### config.mk
export PLATFORM = sky130hd
export DESIGN_NAME = fd_prog
export DESIGN_NICKNAME = d
export VERILOG_FILES = /design/src/rtl/fd_pkg.sv /design/src/rtl/fd_period_cnt.sv /design/src/rtl/fd_prog.sv
export SDC_FILE = /design/constraint.sdc
export NUM_CORES = 1
export LEC_CHECK = 0
export BUFFER_PORTS_ARGS = -buffer_cell sky130_fd_sc_hd__buf_2
export CAP_MARGIN = 40
export CORE_ASPECT_RATIO = 0.6
export CORE_MARGIN = 10
export CORE_UTILIZATION = 40
export CTS_CLUSTER_SIZE = 8
export DETAILED_ROUTE_END_ITERATION = 6
export GPL_TIMING_DRIVEN = 0
export PLACE_DENSITY_LB_ADDON = 0.15
export SETUP_SLACK_MARGIN = 0.5
export SLEW_MARGIN = 5
export SYNTH_ARGS = -nofsm -noshare
export SYNTH_HDL_FRONTEND = slang
export SYNTH_SLANG_ARGS = --single-unit
### constraint.sdc
create_clock -name clk -period 3 [get_ports clk]
set_input_delay 0.45 -clock clk [delete_from_list [all_inputs] [get_ports clk]]
set_output_delay 0.45 -clock clk [all_outputs]
set_load 0.01 [all_outputs]
### src/rtl/fd_pkg.sv
// Shared constants and helpers for the programmable DLL clock divider.
// The high-phase length is computed one bit wider than the ratio to avoid overflow.
package fd_pkg;

   localparam int FD_W_DEFAULT = 8;
   localparam int FD_MIN_RATIO = 2;
   localparam int FD_MAXW      = 32;

   function automatic logic [FD_MAXW:0] fd_high_len(input logic [FD_MAXW-1:0] n);
      return ({1'b0, n} + (FD_MAXW+1)'(1)) >> 1;
   endfunction

endpackage

### src/rtl/fd_period_cnt.sv
// Period counter and duty compare for fd_prog.
// All state changes on the falling edge of clk.
module fd_period_cnt
   import fd_pkg::*;
#(
   parameter int   W          = FD_W_DEFAULT,
   parameter logic INIT_LEVEL = 1'b1
) (
   input  logic         clk,
   input  logic         rst_n,
   input  logic         en,
   input  logic [W-1:0] ratio,
   output logic [W-1:0] cnt,
   output logic         wrap,
   output logic         div_out,
   output logic         div_tick
);

   logic [W-1:0]     cnt_q, cnt_d;
   logic             run_q, run_d;
   logic             out_q, out_d;
   logic             tick_q, tick_d;
   logic [FD_MAXW:0] high_len;

   assign high_len = fd_high_len(FD_MAXW'(ratio));
   assign wrap     = en && run_q && (cnt_q == ratio - W'(1));

   always_comb begin
      cnt_d  = cnt_q;
      run_d  = run_q;
      out_d  = out_q;
      tick_d = tick_q;
      if (!en) begin
         cnt_d  = '0;
         run_d  = 1'b0;
         out_d  = INIT_LEVEL;
         tick_d = 1'b0;
      end else begin
         // first enabled edge restarts the period at cnt=0 instead of advancing
         run_d  = 1'b1;
         cnt_d  = (!run_q || wrap) ? '0 : cnt_q + W'(1);
         tick_d = (cnt_d == '0);
         out_d  = ((FD_MAXW+1)'(cnt_d) < high_len) ? INIT_LEVEL : ~INIT_LEVEL;
      end
   end

   always_ff @(negedge clk) begin
      if (!rst_n) begin
         cnt_q  <= '0;
         run_q  <= 1'b0;
         out_q  <= INIT_LEVEL;
         tick_q <= 1'b0;
      end else begin
         cnt_q  <= cnt_d;
         run_q  <= run_d;
         out_q  <= out_d;
         tick_q <= tick_d;
      end
   end

   assign cnt      = cnt_q;
   assign div_out  = out_q;
   assign div_tick = tick_q;

endmodule

### src/rtl/fd_prog.sv
// Programmable clock divider with glitch-free ratio updates at period boundaries.
// Holds the pending ratio, load/busy handshake and rejected-load error pulse.
module fd_prog
   import fd_pkg::*;
#(
   parameter int   W           = FD_W_DEFAULT,
   parameter int   DIV_DEFAULT = 2,
   parameter logic INIT_LEVEL  = 1'b1
) (
   input  logic         clk,
   input  logic         rst_n,
   input  logic         en,
   input  logic [W-1:0] div_ratio,
   input  logic         div_load,
   output logic         div_busy,
   output logic         div_err,
   output logic         div_out,
   output logic         div_tick,
   output logic [W-1:0] div_cur
);

   logic [W-1:0] cur_q, cur_d;
   logic [W-1:0] pend_q, pend_d;
   logic         busy_q, busy_d;
   logic         err_q, err_d;
   logic         wrap;
   logic         load_ok;
   logic [W-1:0] cnt_unused;

   fd_period_cnt #(
      .W          (W),
      .INIT_LEVEL (INIT_LEVEL)
   ) u_cnt (
      .clk      (clk),
      .rst_n    (rst_n),
      .en       (en),
      .ratio    (cur_q),
      .cnt      (cnt_unused),
      .wrap     (wrap),
      .div_out  (div_out),
      .div_tick (div_tick)
   );

   assign load_ok = div_ratio >= W'(FD_MIN_RATIO);

   always_comb begin
      cur_d  = cur_q;
      pend_d = pend_q;
      busy_d = busy_q;
      err_d  = 1'b0;
      if (busy_q && (wrap || !en)) begin
         cur_d  = pend_q;
         busy_d = 1'b0;
      end
      // a load on the apply edge is kept for the following boundary
      if (div_load) begin
         if (load_ok) begin
            pend_d = div_ratio;
            busy_d = 1'b1;
         end else begin
            err_d = 1'b1;
         end
      end
   end

   always_ff @(negedge clk) begin
      if (!rst_n) begin
         cur_q  <= W'(DIV_DEFAULT);
         pend_q <= W'(DIV_DEFAULT);
         busy_q <= 1'b0;
         err_q  <= 1'b0;
      end else begin
         cur_q  <= cur_d;
         pend_q <= pend_d;
         busy_q <= busy_d;
         err_q  <= err_d;
      end
   end

   assign div_cur  = cur_q;
   assign div_busy = busy_q;
   assign div_err  = err_q;

endmodule

==> metrics.txt, run 1 <==
Avg Synthesized Cell Area 8.67 um2; master cell of the clock root buffer sky130_fd_sc_hd__clkbuf_8; wire per inst 15.5 um; top flip-flop cell by instance count after synthesis sky130_fd_sc_hd__dfxtp_1; CTS tree done; Gate Count Post-Synth 202; worst clock skew 0.0287 ns; buffering stage count on the worst path with inverters included 10; number of maximum-capacitance violations 0; Port-buffer cells 22; Worst R2R End div_cur[1]; finished layout cell area 2650 um2; TritonRoute pass-1 iters 4; sequential fraction of design power 34.8%; result of the run finished, violations left; combinational family with the most area after synthesis simple AND/OR/NAND/NOR gates; post-synthesis cell type count 46; TritonCTS Sinks 29; Synth Area in Adders 7.15%; Switching Fraction 28.7%; Setup crit start kind primary input; actual slew at the worst max-slew pin 0.532 ns; Max rail drop VDD 0.291 mV; number of placement rows 18; weighted congestion reported at the end of routability-driven placement 0.845; violated checks negative setup slack; critical path data required time 1.78 ns; worst-case setup margin in the final layout -1.07 ns; crit path max-delay cell type sky130_fd_sc_hd__or4_4; proportion of power drawn by the clock network 54.8%; largest net degree at the start of global routing 11; sw power 338 uW; placed insts 284; initial cell density of the core 42.0%; number of flops mapped to enable cells by yosys 0; count of boundary I/O pins 24; Die X 105 um; startpoint of the most critical register-to-register path div_cur[0]; remaining antenna violation count after routing 0; half-perimeter wire length of the detailed placement result 3290 um; power density normalized to cell area 445 nW/um2; cell-internal power 842 uW; cell area after synthesis 1750 um2; worst reg-to-reg path cell count 18; family of cells with the greatest summed delay on the critical path buffers and inverters; nets 299; critical path class primary input to flop; fraction of synthesized area in multiplexers 0.572%; FF+latch count, synth 29; overall routed net length 5250 um; Worst Hold Path Cells 1; drc violations 0; number of failing setup endpoints in the final timing report 22; worst-case clock buffer depth 2; proportion of layout cells with a drive suffix above 1 36.0%; maximum fanout count along the critical path 8; initial antenna violation count 0; Die Area 7510 um2; first-iteration detailed-routing DRC count 113; height of the die 71.2 um; FF-to-FF setup slack -0.59 ns; Num CTS Buffers 5; xor/xnor cell area share of the yosys netlist 12.0%; Final Instance Count excl. Fillers 338; post-layout utilization of the core 63.7%; hold wc startpoint pend_q[6]; Rel. slew slack 64.2%; standard cell area after detailed placement 1950 um2; complex-gate fraction of the synthesized area 16.2%; post-detailed-route via-to-cell ratio 4.98; accumulated negative setup slack -17.46 ns; classification of the worst-slack hold path flop to flop; worst skew pair latency 0.37 ns; area of the core region 4170 um2; CP max stage delay 0.49 ns; nature of the critical path endpoint flop; sequential element share of the synthesized area 33.2%; number of hold-slack violations in the final timing report 0; minimum setup slack after placement -1.55 ns; GRT Total Usage 13.6%; cell-by-cell listing of the critical path buf_12 -> nand4_1 -> or4_4 -> a211o_4 -> buf_4 -> buf_6 -> buf_6 -> buf_6 -> buf_6 -> buf_6 -> buf_6 -> buf_6 -> a21boi_4 -> buf_12 -> a2bb2oi_2; RSZ-0062 raised after global routing yes; arrival time of the worst setup path 2.85 ns; Layout fillers 354; Pleak 1.20 nW; combinational share of power 10.4%; global-route wire length before repair 8340 um; vias in the first global route 1,776; H-tree depth reported by CTS 2; vias post-DR 1,684; total count of max-transition violations in the final report 0; number of warnings reported in the yosys synthesis log 0; area added between synthesis and finish 51.5%; synthesized-area fraction occupied by and/or/nand/nor cells 24.9%; total overflow reported by the global router 0; Post-Synthesis Net Count 224; Post-synth ARST share 0%; cell type with the highest occurrence count on the critical path sky130_fd_sc_hd__buf_6; clock-pin slew reported for the worst setup and hold paths after clock tree synthesis 0.04 ns; antenna cell count 0; Hold Crit Endpoint div_cur[6]
[stage by stage]
step / hold WS [ns] / power, mW
5_1_grt: 0.478 / 1.25
6_report: 0.462 / 1.18
4_1_cts: 0.451 / 1.17
2_1_floorplan: 0.432 / 0.527
3_5_place_dp: 0.442 / 0.555
3_3_place_gp: 0.446 / 0.555
[worst max path at each step]
stage / to / depth (start not counted) / slack [ns] / startpoint
CTS: u_cnt.div_out / 12 / -0.95 / en
floorplan: u_cnt.div_out / 11 / -0.98 / en
detailed placement: u_cnt.div_out / 12 / -1.55 / en
finish: div_cur[1] / 15 / -1.07 / en
global placement: u_cnt.div_out / 12 / -1.56 / en
global route: u_cnt.div_out / 12 / -1.15 / en
[sequential cells by signal, summed over array words and instances (netlist names)]
| name | count |
|---|---|
| u_cnt.run_q | 1 |
| u_cnt.div_out | 1 |
| div_busy | 1 |
| pend_q | 8 |
| div_cur | 8 |
| u_cnt.div_tick | 1 |
| div_err | 1 |
| u_cnt.cnt | 8 |
[placed cells by master (no fill, tap or decap), types with 7 or more instances in the layout]
master and n:
sky130_fd_sc_hd__dfxtp_1 19, sky130_fd_sc_hd__ha_1 10, sky130_fd_sc_hd__dfxtp_2 7, sky130_fd_sc_hd__buf_4 8, sky130_fd_sc_hd__nand2_1 25, sky130_fd_sc_hd__o2bb2ai_2 7, sky130_fd_sc_hd__xnor2_1 12, sky130_fd_sc_hd__nor2_1 17
sky130_fd_sc_hd__nand3_1 8, sky130_fd_sc_hd__xor2_1 12, sky130_fd_sc_hd__inv_1 36, sky130_fd_sc_hd__buf_6 22, sky130_fd_sc_hd__buf_2 10
[synthesized netlist by cell type (2+ instances only)]
library cell                number  area [um2]
sky130_fd_sc_hd__nand2_1        30         113
sky130_fd_sc_hd__dfxtp_1        29         581
sky130_fd_sc_hd__nor2_1         18        67.6
sky130_fd_sc_hd__xnor2_1        12         105
sky130_fd_sc_hd__xor2_1         12         105
sky130_fd_sc_hd__ha_1           10         125
sky130_fd_sc_hd__nand3_1         9        45.0
sky130_fd_sc_hd__inv_1           7        26.3
sky130_fd_sc_hd__o2bb2ai_1       7        61.3
sky130_fd_sc_hd__a21boi_0        6        45.0
sky130_fd_sc_hd__clkbuf_1        5        18.8
sky130_fd_sc_hd__nand4_1         5        31.3
sky130_fd_sc_hd__nor3_1          5        25.0
sky130_fd_sc_hd__o21ai_0         5        25.0
sky130_fd_sc_hd__and3_1          4        25.0
sky130_fd_sc_hd__buf_6           3        33.8
sky130_fd_sc_hd__a211oi_1        2        15.0
sky130_fd_sc_hd__a21o_1          2        15.0
sky130_fd_sc_hd__nand2b_1        2        12.5
sky130_fd_sc_hd__nor4_1          2        12.5
sky130_fd_sc_hd__or2b_2          2        17.5
[power groups by stage]
stage | sequential (mW) | combinational (mW) | clock [mW]
2_1_floorplan | 0.414 | 0.0510 | 0.0611
3_3_place_gp | 0.414 | 0.0794 | 0.0611
3_5_place_dp | 0.414 | 0.0795 | 0.0611
4_1_cts | 0.408 | 0.100 | 0.659
5_1_grt | 0.411 | 0.133 | 0.709
6_report | 0.411 | 0.123 | 0.647
[logic make-up after synthesis]
logic type | Yosys count
simple gates | 87
compound gates | 33
flops | 29
xor+xnor | 24
buf+inv | 18
fa+ha+maj | 10
mux | 1
[timing repair]
action                     CTS  global route
gates resized for setup     48            22
gates cloned                 1             0
hold buffers                 0             0
pin swaps                    5             4
setup buffers               12             5
setup endpoints to repair   40            40
[routing by layer]
layer | part of all wire [%] | vias to the layer above | track usage (%)
li1 | - | 852 | -
met4 | 1.1 | 0 | 6.52
met2 | 44 | 56 | 19.3
met3 | 7.8 | 9 | 6.16
met1 | 47 | 767 | 17.2
met5 | 0 | - | 0
[final cells by class]
cell class | count | area [um2] | area share [%]
plain buffers | 11 | 90.1 | 3.40
clock buffers | 5 | 68.8 | 2.59
clock inverters | 32 | 173 | 6.51
inverters | 6 | 22.5 | 0.849
multi-input cells | 155 | 1210 | 45.7
flip-flops and latches | 29 | 601 | 22.6
well taps | 60 | 75.1 | 2.83
repair buffers | 40 | 412 | 15.5
Power figures use the tool's default switching activity.
==> run 2, diff against run 1 <==
--- a/config.mk
+++ b/config.mk
@@ -14,6 +14,7 @@
 export DETAILED_ROUTE_END_ITERATION = 6
 export GPL_TIMING_DRIVEN = 0
 export PLACE_DENSITY_LB_ADDON = 0.15
+export REMOVE_ABC_BUFFERS = 1
 export SETUP_SLACK_MARGIN = 0.5
 export SLEW_MARGIN = 5
 export SYNTH_ARGS = -nofsm -noshare
==> metrics.txt, run 2 (same netlist as run 1, synthesis figures left out) <==
number of maximum-capacitance violations 0 (unchanged); height of the die 71.2 um (unchanged); placed insts 274 (-3.5%); arrival time of the worst setup path 2.87 ns (+0.02 ns); initial cell density of the core 42.0% (unchanged); worst hold margin 0.448 ns (-0.0133 ns); area occupied by registers 614 um2 (+2.3%); antenna cell count 0 (unchanged); overall routed net length 4870 um (-7.2%); violated checks negative setup slack; first-iteration detailed-routing DRC count 87 (-23%); critical path data required time 1.78 ns (about the same); Port-buffer cells 23 (+4.5%); weighted congestion reported at the end of routability-driven placement 0.796 (-5.8%); Num CTS Buffers 5 (unchanged); result of the run finished, violations left; Die X 105 um (unchanged); maximum fanout count along the critical path 8 (unchanged); CTS tree done; worst-case setup margin in the final layout -1.09 ns (-0.0222 ns); Die Area 7510 um2 (unchanged); count of boundary I/O pins 24 (unchanged); actual slew at the worst max-slew pin 0.516 ns (-0.0154 ns); Pleak 1.12 nW (-7.0%); total area of multi-input combinational cells 1170 um2 (-3.1%); GRT Total Usage 13.0% (-0.64 points); number of hold-slack violations in the final timing report 0 (unchanged); initial antenna violation count 0 (unchanged); area of the core region 4170 um2 (unchanged); largest net degree at the start of global routing 21 (+10); vias in the first global route 1,609 (-9.4%); number of placement rows 18 (unchanged); worst clock skew 0.0113 ns (-0.0174 ns); TritonRoute pass-1 iters 4 (unchanged); H-tree depth reported by CTS 2 (unchanged); total overflow reported by the global router 0 (unchanged); area added between synthesis and finish 41.7%; worst-case clock buffer depth 2 (unchanged); vias post-DR 1,686 (+0.12%); most common library cell in the layout ignoring fill and taps sky130_fd_sc_hd__inv_1; proportion of layout cells with a drive suffix above 1 33.7% (-2.3 points); commonest cells after routing, fill and taps aside sky130_fd_sc_hd__inv_1 (36), sky130_fd_sc_hd__nand2_1 (25), sky130_fd_sc_hd__dfxtp_1 (18), sky130_fd_sc_hd__buf_4 (18), sky130_fd_sc_hd__nor2_1 (17); drc violations 0 (unchanged); clock-pin slew reported for the worst setup and hold paths after clock tree synthesis 0.04 ns (about the same); nets 295 (-1.3%); master cell of the clock root buffer sky130_fd_sc_hd__clkbuf_8; total count of max-transition violations in the final report 0 (unchanged); critical path class primary input to flop; post-detailed-route via-to-cell ratio 5.06 (+1.6%); RSZ-0062 raised after global routing yes; finished layout cell area 2480 um2 (-6.5%); wire per inst 14.6 um (-5.8%); Max rail drop VDD 0.263 mV (-9.5%); classification of the worst-slack hold path flop to flop; worst skew pair latency 0.34 ns (-0.03 ns); half-perimeter wire length of the detailed placement result 3160 um (-4.2%); Setup crit start kind primary input; Layout fillers 384 (+8.5%); number of failing setup endpoints in the final timing report 20 (-9.1%); remaining antenna violation count after routing 0 (unchanged); power density normalized to cell area 387 nW/um2 (-13%); global-route wire length before repair 7870 um (-5.6%); FF-to-FF setup slack -0.53 ns (+0.06 ns); Rel. slew slack 65.3% (+1.0 points); standard cell area after detailed placement 1860 um2 (-4.7%); nature of the critical path endpoint flop; Final Instance Count excl. Fillers 333 (-1.5%); TritonCTS Sinks 29 (unchanged)
run 2: changes by cell type in the layout (fill, tap and decap cells not counted), sizes merged:
cell and delta:
clkbuf -5, nand2b +1, bufinv -2, clkinvlp +1
run 2: per-stage QoR:
step / worst slack (ns) / power (mW) / util (%) / TNS [ns]
floorplan: -1.27 / 0.515 / - / -7.89
detailed placement: -1.86 / 0.546 / 44.7 / -19.62
global placement: -1.85 / 0.545 / 44.7 / -19.63
finish: -1.09 / 0.960 / 59.5 / -6.09
CTS: -1.01 / 0.961 / 56.4 / -5.97
global route: -1.13 / 1.04 / 59.5 / -6.87
run 2: final cells by class:
class | count | area share [%]
multi-input combinational | 156 | 47.3
sequential | 29 | 24.8
clock inverter | 31 | 4.74
timing repair buffer | 46 | 16.5
clock buffer | 5 | 2.77
tap | 60 | 3.03
inverter | 6 | 0.908
run 2: repair_timing:
item,in CTS,in global routing
gates cloned,1,0
setup buffers,15,8
gates resized for setup,54,13
hold buffers,0,0
endpoints found under the setup margin,40,40
pin swaps,21,7
run 2: worst max-delay path, cell delays in order:
cell and delay (ns):
sky130_fd_sc_hd__buf_8 0.07, sky130_fd_sc_hd__nand4_1 0.14, sky130_fd_sc_hd__or4_4 0.56, sky130_fd_sc_hd__a211o_4 0.32, sky130_fd_sc_hd__nand2_8 0.09, sky130_fd_sc_hd__nor2_1 0.05
sky130_fd_sc_hd__ha_1 0.28, sky130_fd_sc_hd__o21ai_0 0.24, sky130_fd_sc_hd__a21oi_2 0.12, sky130_fd_sc_hd__a221oi_2 0.26, sky130_fd_sc_hd__nand2b_1 0.14, sky130_fd_sc_hd__o31a_1 0.13
run 2: path summary, 6_finish.rpt:
kind                                 start             to  depth (start not counted)
worst min register to register   pend_q[6]     div_cur[6]                          1
worst max-delay path                    en  u_cnt.div_out                         12
worst min-delay path             pend_q[6]     div_cur[6]                          1
worst max register to register  div_cur[0]  u_cnt.div_out                         14
run 2: per-layer routing:
layer,wire length (um),vias to the layer above,global-route usage (%)
met1,2450,786,17.3
li1,-,848,-
met5,0,-,0
met2,1990,48,17.2
met3,391,4,6.52
met4,39,0,5.15
run 2: where the power goes:
group          internal, mW  leakage [nW]  switching, mW
Combinational        0.0537         0.679         0.0525
Clock                 0.205         0.196          0.243
Sequential            0.395         0.243         0.0119
